### src/rtl/spi_pkg.sv
`default_nettype none
// ============================================================================
//  spi_pkg
//  Shared types and constants for the SPI burst controller.
//  Revision: 1.0
// ============================================================================
package spi_pkg;

   typedef enum logic [1:0] {
      OP_READ  = 2'b00,
      OP_WRITE = 2'b01,
      OP_EXCH  = 2'b10,
      OP_EXCH2 = 2'b11
   } op_t;

   typedef enum logic [2:0] {
      ST_IDLE  = 3'd0,
      ST_LOAD  = 3'd1,
      ST_SHIFT = 3'd2,
      ST_STORE = 3'd3,
      ST_TAIL  = 3'd4,
      ST_DONE  = 3'd5
   } state_t;

   localparam logic [7:0] c_fill_byte = 8'hFF;

   function automatic logic [7:0] bit_reverse(input logic [7:0] b);
      logic [7:0] r;
      for (int i = 0; i < 8; i++) r[i] = b[7-i];
      return r;
   endfunction

endpackage
`default_nettype wire

### src/rtl/spi_clk_gen.sv
`default_nettype none
// ============================================================================
//  spi_clk_gen
//  sclk divider: toggles sclk every CLK_DIV cycles while enabled and flags
//  whether each toggle is the leading or trailing edge of the bit period.
//  Revision: 1.0
// ============================================================================
module spi_clk_gen #(
   parameter int CLK_DIV = 2
) (
   input  logic clk,
   input  logic rst,
   input  logic en,
   input  logic load,
   input  logic cpol,
   output logic sclk,
   output logic lead,
   output logic trail
);

   localparam int DIV_W = (CLK_DIV > 1) ? $clog2(CLK_DIV) : 1;

   logic [DIV_W-1:0] r_div;
   logic             r_phase;
   logic             r_sclk;
   logic             w_wrap;

   assign w_wrap = en && (r_div == DIV_W'(CLK_DIV - 1));
   assign lead   = w_wrap && !r_phase;
   assign trail  = w_wrap &&  r_phase;
   assign sclk   = r_sclk;

   always_ff @(posedge clk or posedge rst) begin
      if (rst) begin
         r_div   <= '0;
         r_phase <= 1'b0;
         r_sclk  <= 1'b0;
      end else if (load) begin
         r_div   <= '0;
         r_phase <= 1'b0;
         r_sclk  <= cpol;
      end else if (en) begin
         if (w_wrap) begin
            r_div   <= '0;
            r_phase <= ~r_phase;
            r_sclk  <= ~r_sclk;
         end else begin
            r_div <= r_div + 1'b1;
         end
      end else begin
         // sclk simply holds: 16 toggles per byte always return it to cpol
         r_div   <= '0;
         r_phase <= 1'b0;
      end
   end

endmodule
`default_nettype wire

### src/rtl/spi_burst_controller.sv
`default_nettype none
// ============================================================================
//  spi_burst_controller
//  SPI master moving a burst of bytes between a local buffer and one of
//  NUM_CS slaves. Optional macro SPI_LSB_FIRST_EN adds the lsb_first input.
//  Revision: 1.0
// ============================================================================
module spi_burst_controller
   import spi_pkg::*;
#(
   parameter  int         MEM_SIZE  = 10,
   parameter  int         CLK_DIV   = 2,
   parameter  int         NUM_CS    = 1,
   parameter  logic [7:0] FILL_BYTE = c_fill_byte,
   localparam int         ADDR_W    = (MEM_SIZE > 1) ? $clog2(MEM_SIZE) : 1,
   localparam int         CS_W      = (NUM_CS > 1) ? $clog2(NUM_CS) : 1
) (
   input  logic              clk,
   input  logic              rst,
   input  logic              start,
   input  logic [1:0]        op,
   input  logic              cpol,
   input  logic              cpha,
   input  logic [CS_W-1:0]   cs_sel,
   input  logic [ADDR_W-1:0] size,
`ifdef SPI_LSB_FIRST_EN
   input  logic              lsb_first,
`endif
   output logic [ADDR_W-1:0] address,
   input  logic [7:0]        data_in,
   output logic [7:0]        data_out,
   output logic              wr,
   output logic              busy,
   output logic              done,
   output logic              sclk,
   output logic              mosi,
   input  logic              miso,
   output logic [NUM_CS-1:0] cs_n
);

   localparam int DIV_W = (CLK_DIV > 1) ? $clog2(CLK_DIV) : 1;

   state_t            r_state;
   op_t               r_op;
   logic              r_cpha;
   logic              r_lsb;
   logic [ADDR_W-1:0] r_size;
   logic [ADDR_W-1:0] r_address;
   logic [7:0]        r_tx;
   logic [7:0]        r_rx;
   logic [2:0]        r_bit_cnt;
   logic [DIV_W-1:0]  r_tail_cnt;
   logic [7:0]        r_data_out;
   logic              r_wr;
   logic              r_busy;
   logic              r_done;
   logic              r_mosi;
   logic [NUM_CS-1:0] r_cs_n;

   logic              w_lead;
   logic              w_trail;
   logic              w_shift;
   logic              w_sample;
   logic [ADDR_W-1:0] w_size_clamped;
   logic [7:0]        w_tx_raw;
   logic [7:0]        w_tx_byte;
   logic [7:0]        w_rx_final;
   logic [7:0]        w_rx_byte;

   spi_clk_gen #(
      .CLK_DIV (CLK_DIV)
   ) u_clk_gen (
      .clk   (clk),
      .rst   (rst),
      .en    (r_state == ST_SHIFT),
      .load  ((r_state == ST_IDLE) && start),
      .cpol  (cpol),
      .sclk  (sclk),
      .lead  (w_lead),
      .trail (w_trail)
   );

   // cpha selects which half of the bit period moves mosi and which samples miso
   assign w_shift  = r_cpha ? w_lead  : w_trail;
   assign w_sample = r_cpha ? w_trail : w_lead;

   assign w_size_clamped = (size > ADDR_W'(MEM_SIZE - 1)) ? ADDR_W'(MEM_SIZE - 1) : size;
   assign w_tx_raw       = (r_op == OP_READ) ? FILL_BYTE : data_in;
   assign w_tx_byte      = r_lsb ? bit_reverse(w_tx_raw) : w_tx_raw;
   // with cpha=1 the eighth sample lands on the same edge that ends the byte
   assign w_rx_final     = r_cpha ? {r_rx[6:0], miso} : r_rx;
   assign w_rx_byte      = r_lsb ? bit_reverse(w_rx_final) : w_rx_final;

   always_ff @(posedge clk or posedge rst) begin
      if (rst) begin
         r_state    <= ST_IDLE;
         r_op       <= OP_READ;
         r_cpha     <= 1'b0;
         r_lsb      <= 1'b0;
         r_size     <= '0;
         r_address  <= '0;
         r_tx       <= '0;
         r_rx       <= '0;
         r_bit_cnt  <= '0;
         r_tail_cnt <= '0;
         r_data_out <= '0;
         r_wr       <= 1'b0;
         r_busy     <= 1'b0;
         r_done     <= 1'b0;
         r_mosi     <= 1'b1;
         r_cs_n     <= '1;
      end else begin
         r_wr   <= 1'b0;
         r_done <= 1'b0;
         case (r_state)
            ST_IDLE: begin
               if (start) begin
                  r_op      <= op_t'(op);
                  r_cpha    <= cpha;
`ifdef SPI_LSB_FIRST_EN
                  r_lsb     <= lsb_first;
`else
                  r_lsb     <= 1'b0;
`endif
                  r_size    <= w_size_clamped;
                  r_address <= '0;
                  r_busy    <= 1'b1;
                  for (int i = 0; i < NUM_CS; i++) begin
                     r_cs_n[i] <= (cs_sel != CS_W'(i));
                  end
                  r_state   <= ST_LOAD;
               end
            end
            ST_LOAD: begin
               r_tx      <= w_tx_byte;
               r_rx      <= '0;
               r_bit_cnt <= 3'd7;
               if (!r_cpha) r_mosi <= w_tx_byte[7];
               r_state   <= ST_SHIFT;
            end
            ST_SHIFT: begin
               if (w_shift) begin
                  // rotate rather than shift so a fill byte of all ones keeps mosi high
                  r_tx   <= {r_tx[6:0], r_tx[7]};
                  r_mosi <= r_cpha ? r_tx[7] : r_tx[6];
               end
               if (w_sample) r_rx <= {r_rx[6:0], miso};
               if (w_trail) begin
                  r_bit_cnt <= r_bit_cnt - 3'd1;
                  if (r_bit_cnt == 3'd0) begin
                     r_data_out <= w_rx_byte;
                     r_wr       <= (r_op != OP_WRITE);
                     r_state    <= ST_STORE;
                  end
               end
            end
            ST_STORE: begin
               if (r_address == r_size) begin
                  r_tail_cnt <= '0;
                  r_state    <= ST_TAIL;
               end else begin
                  r_address <= r_address + 1'b1;
                  r_state   <= ST_LOAD;
               end
            end
            ST_TAIL: begin
               if (r_tail_cnt == DIV_W'(CLK_DIV - 1)) begin
                  r_cs_n  <= '1;
                  r_busy  <= 1'b0;
                  r_done  <= 1'b1;
                  r_state <= ST_DONE;
               end else begin
                  r_tail_cnt <= r_tail_cnt + 1'b1;
               end
            end
            ST_DONE: begin
               r_mosi  <= 1'b1;
               r_state <= ST_IDLE;
            end
            default: r_state <= ST_IDLE;
         endcase
      end
   end

   assign address  = r_address;
   assign data_out = r_data_out;
   assign wr       = r_wr;
   assign busy     = r_busy;
   assign done     = r_done;
   assign mosi     = r_mosi;
   assign cs_n     = r_cs_n;

endmodule
`default_nettype wire
### config.mk
export PLATFORM = sky130hd
export DESIGN_NAME = spi_burst_controller
export DESIGN_NICKNAME = d
export VERILOG_FILES = /design/src/rtl/spi_pkg.sv /design/src/rtl/spi_clk_gen.sv /design/src/rtl/spi_burst_controller.sv
export SDC_FILE = /design/constraint.sdc
export NUM_CORES = 1
export LEC_CHECK = 0
export CELL_PAD_IN_SITES_DETAIL_PLACEMENT = 1
export CELL_PAD_IN_SITES_GLOBAL_PLACEMENT = 1
export CORE_MARGIN = 2
export CORE_UTILIZATION = 41
export CTS_CLUSTER_SIZE = 25
export DETAILED_ROUTE_END_ITERATION = 8
export GPL_ROUTABILITY_DRIVEN = 0
export PLACE_DENSITY = 0.85
export SLEW_MARGIN = 0
export SYNTH_ARGS = -nofsm -noshare
export SYNTH_HDL_FRONTEND = slang
export SYNTH_HIERARCHICAL = 1
export SYNTH_SLANG_ARGS = --single-unit
### constraint.sdc
create_clock -name clk -period 2.8 [get_ports clk]
set_clock_uncertainty 0.1 [all_clocks]
set_input_delay 0.28 -clock clk [delete_from_list [all_inputs] [get_ports clk]]
set_output_delay 0.28 -clock clk [all_outputs]
set_load 0.05 [all_outputs]
==> results of run 1 <==
==> logic make-up after synthesis <==
kind of cell             after synthesis
buffers and inverters                 25
flip-flops                            50
AND/OR/NAND/NOR                      101
AO/OA/AOI/OAI                         52
XOR/XNOR                               6
adder cells (fa/ha/maj)                3
multiplexers                          18
==> stage by stage <==
stage | total power (W) | area (um2) | utilization, %
global route | 0.00338 | 3070 | 51.8
global placement | 0.00257 | 2960 | 49.9
floorplan | 0.00225 | 2510 | -
detailed placement | 0.00264 | 2960 | 49.9
CTS | 0.00318 | 3070 | 51.8
finish | 0.00315 | 3070 | 51.8
==> worst reg2reg max path, delay by kind of cell, from the launching register on <==
kind / cells / cell delay, ns
simple gates: 5 / 1.26
flops: 1 / 0.39
buf+inv: 2 / 0.39
compound gates: 1 / 0.14
==> flip-flops by register name, indices dropped and copies added, names as in the netlist <==
register	count
r_bit_cnt	3
u_clk_gen/sclk	1
address	4
cs_n	1
r_state	3
r_rx	8
wr	1
r_cpha	1
mosi	1
u_clk_gen/r_div	1
r_tx	8
done	1
busy	1
u_clk_gen/r_phase	1
r_op	2
data_out	8
r_size	4
r_tail_cnt	1
==> how the worst min path moves through the flow <==
stage / start / end / slack (ns) / depth (start not counted)
floorplan: rst / u_clk_gen/r_div / -0.07 / 1
global placement: r_bit_cnt[0] / r_bit_cnt[0] / 0.37 / 1
detailed placement: r_bit_cnt[0] / r_bit_cnt[0] / 0.37 / 1
CTS: rst / u_clk_gen/sclk / 0.09 / 2
global route: rst / u_clk_gen/sclk / 0.09 / 2
finish: rst / u_clk_gen/sclk / 0.10 / 2
==> where the power goes <==
group / leakage (nW) / internal, W / total, W / switching (W)
Clock: 0.0585 / 0.000268 / 0.000526 / 0.000258
Combinational: 0.682 / 0.000573 / 0.00149 / 0.000918
Sequential: 0.624 / 0.000966 / 0.00114 / 0.000171
==> cell type report <==
| class | instances | area share, % |
|---|---|---|
| tap | 75 | 3.06 |
| inverter | 10 | 1.39 |
| sequential | 50 | 40.8 |
| timing repair buffer | 47 | 14.6 |
| multi-input combinational | 180 | 36.4 |
| clock buffer | 5 | 2.24 |
| clock inverter | 3 | 1.43 |
==> cells in the final DEF, fill, tap and decap left out, types with 7 or more instances in the layout <==
cell / n
o21ai_0: 26
nand2_1: 47
inv_1: 7
a21oi_1: 12
clkdlybuf4s50_1: 38
dfrtp_1: 48
nor3_1: 7
mux2i_1: 14
buf_4: 9
nor2_1: 23
==> routing by layer <==
metal / up-vias / part of all wire, %
met3: 6 / 2.7
met2: 29 / 49
li1: 945 / -
met4: 0 / 0.94
met1: 987 / 47
met5: - / 0
==> impl_metrics.tcl, run 1 <==
set metrics [dict create \
    vdd_drop_max_uv 483 \
    synth_top_family_by_area "simple AND/OR/NAND/NOR gates" \
    path_buf_inv 2 \
    yosys.area.top_type "dfrtp_1" \
    r2r-start "r_state[2]" \
    finalCriticalPeriod_ns 2.35 \
    endpoint "data_out[0]" \
    hpwl_um 4280 \
    synthAdderAreaFrac_pct 1.49 \
    tns_ns 0 \
    synth-async-reset-ratio_pct 100 \
    fin_ws_ns 0.453 \
    fp.dieW_um 82.3 \
    synth_seq_cells 50 \
    drive_gt1_share_pct 11.5 \
    syn_inst 255 \
    synth_edf_count 0 \
    cp-start-kind "flip-flop" \
    synth_top_area_share_pct 47.8 \
    grt_max_degree 37 \
    die_h_um 82.3 \
    grt_pass1_vias 2100 \
    ys_top_cells_by_area "dfrtp_1, nand2_1, mux2i_1" \
    antenna_found_initial 0 \
    clock.fmax_mhz 426 \
    worstPathCellList "or3b_1, clkinv_4, and3_1, and4b_1, nor3b_4, buf_4, nor2_1, a21oi_1" \
    initial_core_util_pct 42.4 \
    finalWirelength_um 6040 \
    antenna_left 0 \
    met3_usage_pct 3.26 \
    coreArea_mm2 0.00592 \
    outcome "complete, no violations" \
    p_leak_nw 1.36 \
    drc 0 \
    h-tree-depth 2 \
    syn_area_mm2 0.00251 \
    synth_xor_area_share_pct 2.09 \
    reg2reg_depth 8 \
    synth_compound_area_share_pct 14.0 \
    drt_pass1_iterations 4 \
    crit_type "flip-flop to flip-flop" \
    cts_hold_buf 0 \
    tightest_slew_ns 0.601 \
    clk_transition_reported_paths_ns 0.10 \
    synth_fp_nets 279 \
    pre_cts_slack_ns 0.473 \
    rsz0062_at_grt "no" \
    clockBufferDepth 2 \
    maxCapViolations 0 \
    r2r_end "data_out[0]" \
    grt_pass1_wl_um 10100 \
    first_iter_violations 105 \
    grt_overflow 0 \
    numCtsBuffers 5 \
    synth_mux_area_share_pct 7.52 \
    rows 28 \
    final_max_slew_viol_count 0 \
    final_cells 370 \
    path_depth 8 \
    powerDensity_mw_per_mm2 1030 \
    final_nets 318 \
    max_slew_margin_pct 59.8 \
    insertion_delay_ns 0.31 \
    cts_tree "built" \
    ff_latch_area_mm2 0.00125 \
    crit_family "simple AND/OR/NAND/NOR gates" \
    use_met2_pct 34.5 \
    setup_viol 0 \
    grt_util_all_layers_pct 19.9 \
    crit_arrival_ns 2.48 \
    yosysSeqAreaShare_pct 49.9 \
    grt_use_met1_pct 26.0 \
    fp.dieArea_mm2 0.00677 \
    cts_setup_buffers 0 \
    portBuffers 38 \
    postSynthAreaPerCell_um2 9.85 \
    io_pins 39 \
    ys_types 46 \
    hold_viol_final 0 \
    cp-end-kind "flip-flop" \
    worstPathRequired_ns 2.93 \
    cts_sinks 50 \
    setup.worst_path.start "r_state[2]" \
    synth_warnings 6 \
    num_antenna_cells 0 \
    num_vias 1967 \
    viasPerCell 5.32 \
    cp_slowest_cell "or3b_1" \
    synth_ff_type "dfrtp_1" \
    min_period_over_period_pct 83.8 \
    multi_input_area_mm2 0.00112 \
    cts_root_buffer "clkbuf_8" \
    yosys.area_share.simple_pct 19.5 \
    rrSetupSlack_ns 0.45 \
    cts_resized 0 \
    area_growth_pct 22.2 \
    synthTopCellsByCount "dfrtp_1, nand2_1, o21ai_0" \
    dp_cells 362 \
    timing.hold.ws_ns 0.104 \
    cpPeakStageDelay_ns 0.44 \
    synth_most_common_cell "dfrtp_1" \
    avgRoutedWirePerCell_um 16.3 \
    hold_class "input pin to asynchronous set/reset pin" \
    fill_cells 669 \
    critPathMaxFanout 17 \
    grt_busiest_layer "met2" \
]
Note: power is estimated with default switching activity, not from simulation.
==> inputs of run 2 (changes only) <==
Clock period 2.8 ns to 2.4 ns, I/O delays scaled along.
==> impl_metrics.tcl, run 2 (synthesis results as in run 1) <==
set metrics [dict create \
    outcome "complete, no violations" \
    min_period_over_period_pct 91.8 \
    worstPathRequired_ns 2.53 \
    cpPeakStageDelay_ns 0.44 \
    die_h_um 82.3 \
    cts_root_buffer "clkbuf_8" \
    antenna_left 0 \
    cp-start-kind "flip-flop" \
    grt_pass1_vias 2148 \
    h-tree-depth 2 \
    initial_core_util_pct 42.4 \
    num_vias 1990 \
    finalWirelength_um 6250 \
    fin_ws_ns 0.197 \
    final_nets 320 \
    grt_util_all_layers_pct 20.3 \
    rrSetupSlack_ns 0.20 \
    cp-end-kind "flip-flop" \
    power.net_switching_w 0.00159 \
    cp_slowest_cell "or3b_1" \
    final_max_slew_viol_count 0 \
    critPathMaxFanout 16 \
    tns_ns 0 \
    vdd_drop_max_uv 478 \
    p_clk_share_pct 16.2 \
    antenna_found_initial 0 \
    crit_type "flip-flop to flip-flop" \
    drc 0 \
    portBuffers 38 \
    pwr-share-seq_pct 35.9 \
    pre_cts_slack_ns 0.213 \
    drive_gt1_share_pct 12.1 \
    first_iter_violations 67 \
    p_int_w 0.00213 \
    grt_pass1_wl_um 10400 \
    finalCriticalPeriod_ns 2.20 \
    cts_tree "built" \
    numCtsBuffers 5 \
    max_slew_margin_pct 60.3 \
    cts_sinks 50 \
    powerDensity_mw_per_mm2 1200 \
    crit_arrival_ns 2.34 \
    setup_viol 0 \
    fp.dieW_um 82.3 \
    avgRoutedWirePerCell_um 16.8 \
    tightest_slew_ns 0.593 \
    viasPerCell 5.35 \
    clock.fmax_mhz 454 \
    cts_hold_buf 0 \
    cts_resized 0 \
    fp.dieArea_mm2 0.00677 \
    p_leak_nw 1.37 \
    clk_transition_reported_paths_ns 0.09 \
    clockBufferDepth 2 \
    coreArea_mm2 0.00592 \
    area_growth_pct 22.9 \
    most-common-layout-cells "dfrtp_1, nand2_1, clkdlybuf4s50_1" \
    maxCapViolations 0 \
    rows 28 \
    drt_pass1_iterations 4 \
    p_sw_share_pct 42.7 \
    p_comb_share_pct 47.9 \
    insertion_delay_ns 0.31 \
    final_common_cell "dfrtp_1" \
    hold_viol_final 0 \
    io_pins 39 \
    rsz0062_at_grt "no" \
    grt_max_degree 48 \
    hold_class "input pin to asynchronous set/reset pin" \
    num_antenna_cells 0 \
    hpwl_um 4370 \
    cts_setup_buffers 0 \
    grt_overflow 0 \
    worstPathCellList "or3b_1, clkinv_4, and3_4, and4b_1, nor3b_4, buf_4, nor2_1, a21oi_1" \
]
-- run 2: cell count changes in the layout (fill, tap and decap cells not counted) --
cell        change
clkbuf_1        +1
clkinv_2        -1
and3_4          +1
buf_4           +2
inv_6           -1
clkinvlp_4      +1
and3_1          -1
-- run 2: cell type report --
type,instances,area (um2)
Fill cell,665,2830
Sequential cell,50,1250
Multi-Input combinational cell,180,1120
Timing Repair Buffer,49,463
Tap cell,75,93.8
Clock buffer,6,72.6
Inverter,10,42.5
Clock inverter,2,37.5
-- run 2: final timing paths --
check	start	to	cells after the start
max	r_state[2]	data_out[4]	8
min	rst	u_clk_gen/r_phase	2
max reg2reg	r_state[2]	data_out[4]	8
min reg2reg	r_size[2]	r_size[2]	2
max in group asynchronous	rst	address[1]	3
min in group clk	cs_sel	cs_n	3
-- run 2: per-stage QoR --
step / utilization [%] / std cells / total power (W) / area (um2) / hold WS [ns]
finish: 52.1 / 372 / 0.00372 / 3090 / 0.0612
global route: 52.1 / 372 / 0.00396 / 3090 / 0.0770
CTS: 52.1 / 372 / 0.00374 / 3090 / 0.0599
detailed placement: 50.3 / 364 / 0.00312 / 2980 / 0.380
floorplan: - / 255 / 0.00263 / 2520 / -0.106
global placement: 50.3 / 364 / 0.00302 / 2980 / 0.366
-- run 2: worst max-delay path, delay by kind of cell (launching register included) --
kind,cells,cell delay (ns)
compound gates,1,0.13
buf+inv,2,0.31
flops,1,0.38
simple gates,5,1.20
-- run 2: metal layers --
metal | part of all wire (%) | track usage (%) | vias up
met4 | 1.1 | 5.33 | 0
met1 | 47 | 26.7 | 995
met3 | 2.4 | 3.37 | 8
li1 | - | - | 956
met5 | 0 | 0 | -
met2 | 50 | 34.8 | 31
-- run 2: power groups by stage --
stage          combinational, W  clock [W]  sequential [W]
2_1_floorplan           0.00110          0         0.00152
4_1_cts                 0.00179   0.000616         0.00134
5_1_grt                 0.00195   0.000646         0.00137
3_3_place_gp            0.00170          0         0.00132
3_5_place_dp            0.00177          0         0.00135
6_report                0.00178   0.000603         0.00133
==> RTL edit: new RTL, config.mk and constraints of run 2 <==
The 6 states of `state_t` get a Gray code encoding in 3 bits.
--- a/src/rtl/spi_pkg.sv
+++ b/src/rtl/spi_pkg.sv
@@ -16,8 +16,8 @@
    typedef enum logic [2:0] {
-      ST_IDLE  = 3'd0,
-      ST_LOAD  = 3'd1,
-      ST_SHIFT = 3'd2,
-      ST_STORE = 3'd3,
-      ST_TAIL  = 3'd4,
-      ST_DONE  = 3'd5
+      ST_IDLE  = 3'b000,
+      ST_LOAD  = 3'b001,
+      ST_SHIFT = 3'b011,
+      ST_STORE = 3'b010,
+      ST_TAIL  = 3'b110,
+      ST_DONE  = 3'b111
    } state_t;
Check against the original RTL: same outputs for any inputs over 10 cycles, from zero or initial values and one cycle with rst high; not proved beyond that.
==> RTL edit against run 2 <==
Synthesized cell count decreased by 6.3%. Global-route usage decreased by 0.53 points. Critical path depth increased by 1. Sequential share of layout area increased by 0.72 points. Non-clock buffer count decreased by 2. Largest cell class unchanged. Worst setup slack improved by 0.20 ns. Synthesized area decreased by 2.2%. Cell area decreased by 1.7%. Routed wire length decreased by 6.3%. Total power decreased by 1.7%. Sequential cell count unchanged. Combinational power decreased by 6%.
==> RTL edit: results <==
group,metric,value,unit
final_layout,diodes,0,
routing,vias,1933,
logic_synthesis,async_reset_ff_share,100,%
final_layout,nClkBuffers,5,
setup_path,crit_fanout,13,
global_route,grt_use_total,19.8,%
clocking,htreeDepth,2,
final_layout,drive_above_1_share,10.6,%
final_layout,clk_share,3.59,%
global_route,grt_max_degree,28,
pwr,p_clk_share,16.4,%
routing,dr.pass1.iters,4,
final_layout,nets,307,
placed_design,dp_hpwl,4120,um
final_layout,seq_share,41.3,%
clocking,clk_latency,0.31,ns
setup_path,critPathMaxStageDelay,0.42,ns
clocking,root_buffer,"clkbuf_8",
sta,slew_headroom,46.9,%
setup_path,critPathKind,"register to register",
final_layout,num-nonclk-buffers,47,
clocking,post_cts_buffers,0,
routing,wl_per_cell,16.3,um
clocking,cts_resized,0,
global_route,grt_pass1_vias,2042,
final_layout,multi_input_area,1070,um2
global_route,antenna_found_initial,0,
routing,detail_route.iter0.violations,79,
pwr,leakage,1.35,nW
placed_design,io_buffers,38,
final_layout,inv_count,13,
clocking,clk_pin_slew,0.09,ns
logic_synthesis,synth_flop_cell,"dfrtp_1",
global_route,globalRouteMet3Util,4.22,%
logic_synthesis,yosysSeqAreaShare,51.0,%
final_layout,multi_input_cells,166,
logic_synthesis,synthTopCellsByCount,"dfrtp_1, nand2_1, o21ai_0, inv_1, mux2i_1",
setup_path,crit_path_top_delay_cell,"dfrtp_1",
logic_synthesis,yosys-top-cells-area,"dfrtp_1, o21ai_0, nand2_1, mux2i_1, a22o_1",
setup_path,cp_top_family,"simple AND/OR/NAND/NOR gates",
logic_synthesis,syn-num-nets,263,
global_route,grt_pass1_wl,9850,um
pwr,powerSeq,1.37,mW
final_layout,buf_share,15.2,%
setup_path,r2r-end,"r_rx[0]$_DFFE_PP0P_",
pwr,p_int,2.09,mW
global_route,met1_usage,24.1,%
clocking,cts.path.max_buffers,2,
global_route,grt_use_met2,33.9,%
setup_path,worstReg2RegStart,"r_state[2]$_DFFE_PP0P_",
worst_hold_path,holdCritPathClass,"input pin to asynchronous set/reset pin",
status,status,"finished, final reports clean",
clocking,cts.sinks,50,
pwr,peakVddDrop,0.000511,V
final_layout,fillers,648,
logic_synthesis,ys_types,46,
logic_synthesis,yosys_warnings,6,
setup_path,r2r_setup_slack,0.40,ns
RTL edit: cell count changes after synthesis, sizes merged, moves of 4 or more:
cell | run 2 | this run
a21oi | 13 | 9
a22o | 0 | 8
inv | 9 | 13
nand2 | 47 | 41
nor2 | 24 | 11
nor3 | 7 | 1
o21ai | 26 | 33
o41ai | 6 | 1
or3 | 1 | 8
xnor2 | 5 | 1
RTL edit: through the flow:
step,std cells,utilization [%],power (mW),area (um2),setup WS [ns]
final,359,51.8,3.65,3030,0.400
after global routing,359,51.8,3.92,3030,0.258
after CTS,359,51.8,3.68,3030,0.393
after detailed placement,351,50.0,3.06,2920,0.413
after global placement,351,50.0,2.96,2920,0.542
after floorplan,239,-,2.58,2460,0.430
RTL edit: cell families after synthesis:
| kind of cell | share of synthesized area, % |
|---|---|
| buffers and inverters | 5.50 |
| multiplexers | 5.40 |
| AND/OR/NAND/NOR | 17.2 |
| flip-flops | 51.0 |
| AO/OA/AOI/OAI | 17.5 |
| XOR/XNOR | 1.78 |
| adder cells (fa/ha/maj) | 1.53 |
RTL edit: how the worst min path moves through the flow:
stage	slack, ns	from	depth (start not counted)	end
global route	0.04	rst	2	u_clk_gen/r_phase$_DFFE_PP0P_
detailed placement	0.37	rst	2	u_clk_gen/r_phase$_DFFE_PP0P_
CTS	0.04	rst	2	u_clk_gen/r_phase$_DFFE_PP0P_
finish	0.03	rst	2	u_clk_gen/r_phase$_DFFE_PP0P_
floorplan	-0.11	rst	1	u_clk_gen/r_div$_DFF_PP0_
global placement	0.36	rst	2	u_clk_gen/r_div$_DFF_PP0_
RTL edit: metal layers:
layer / routed length, um / part of all wire (%)
met4: 112 / 1.9
met2: 3020 / 52
met5: 0 / 0
met3: 214 / 3.7
met1: 2510 / 43
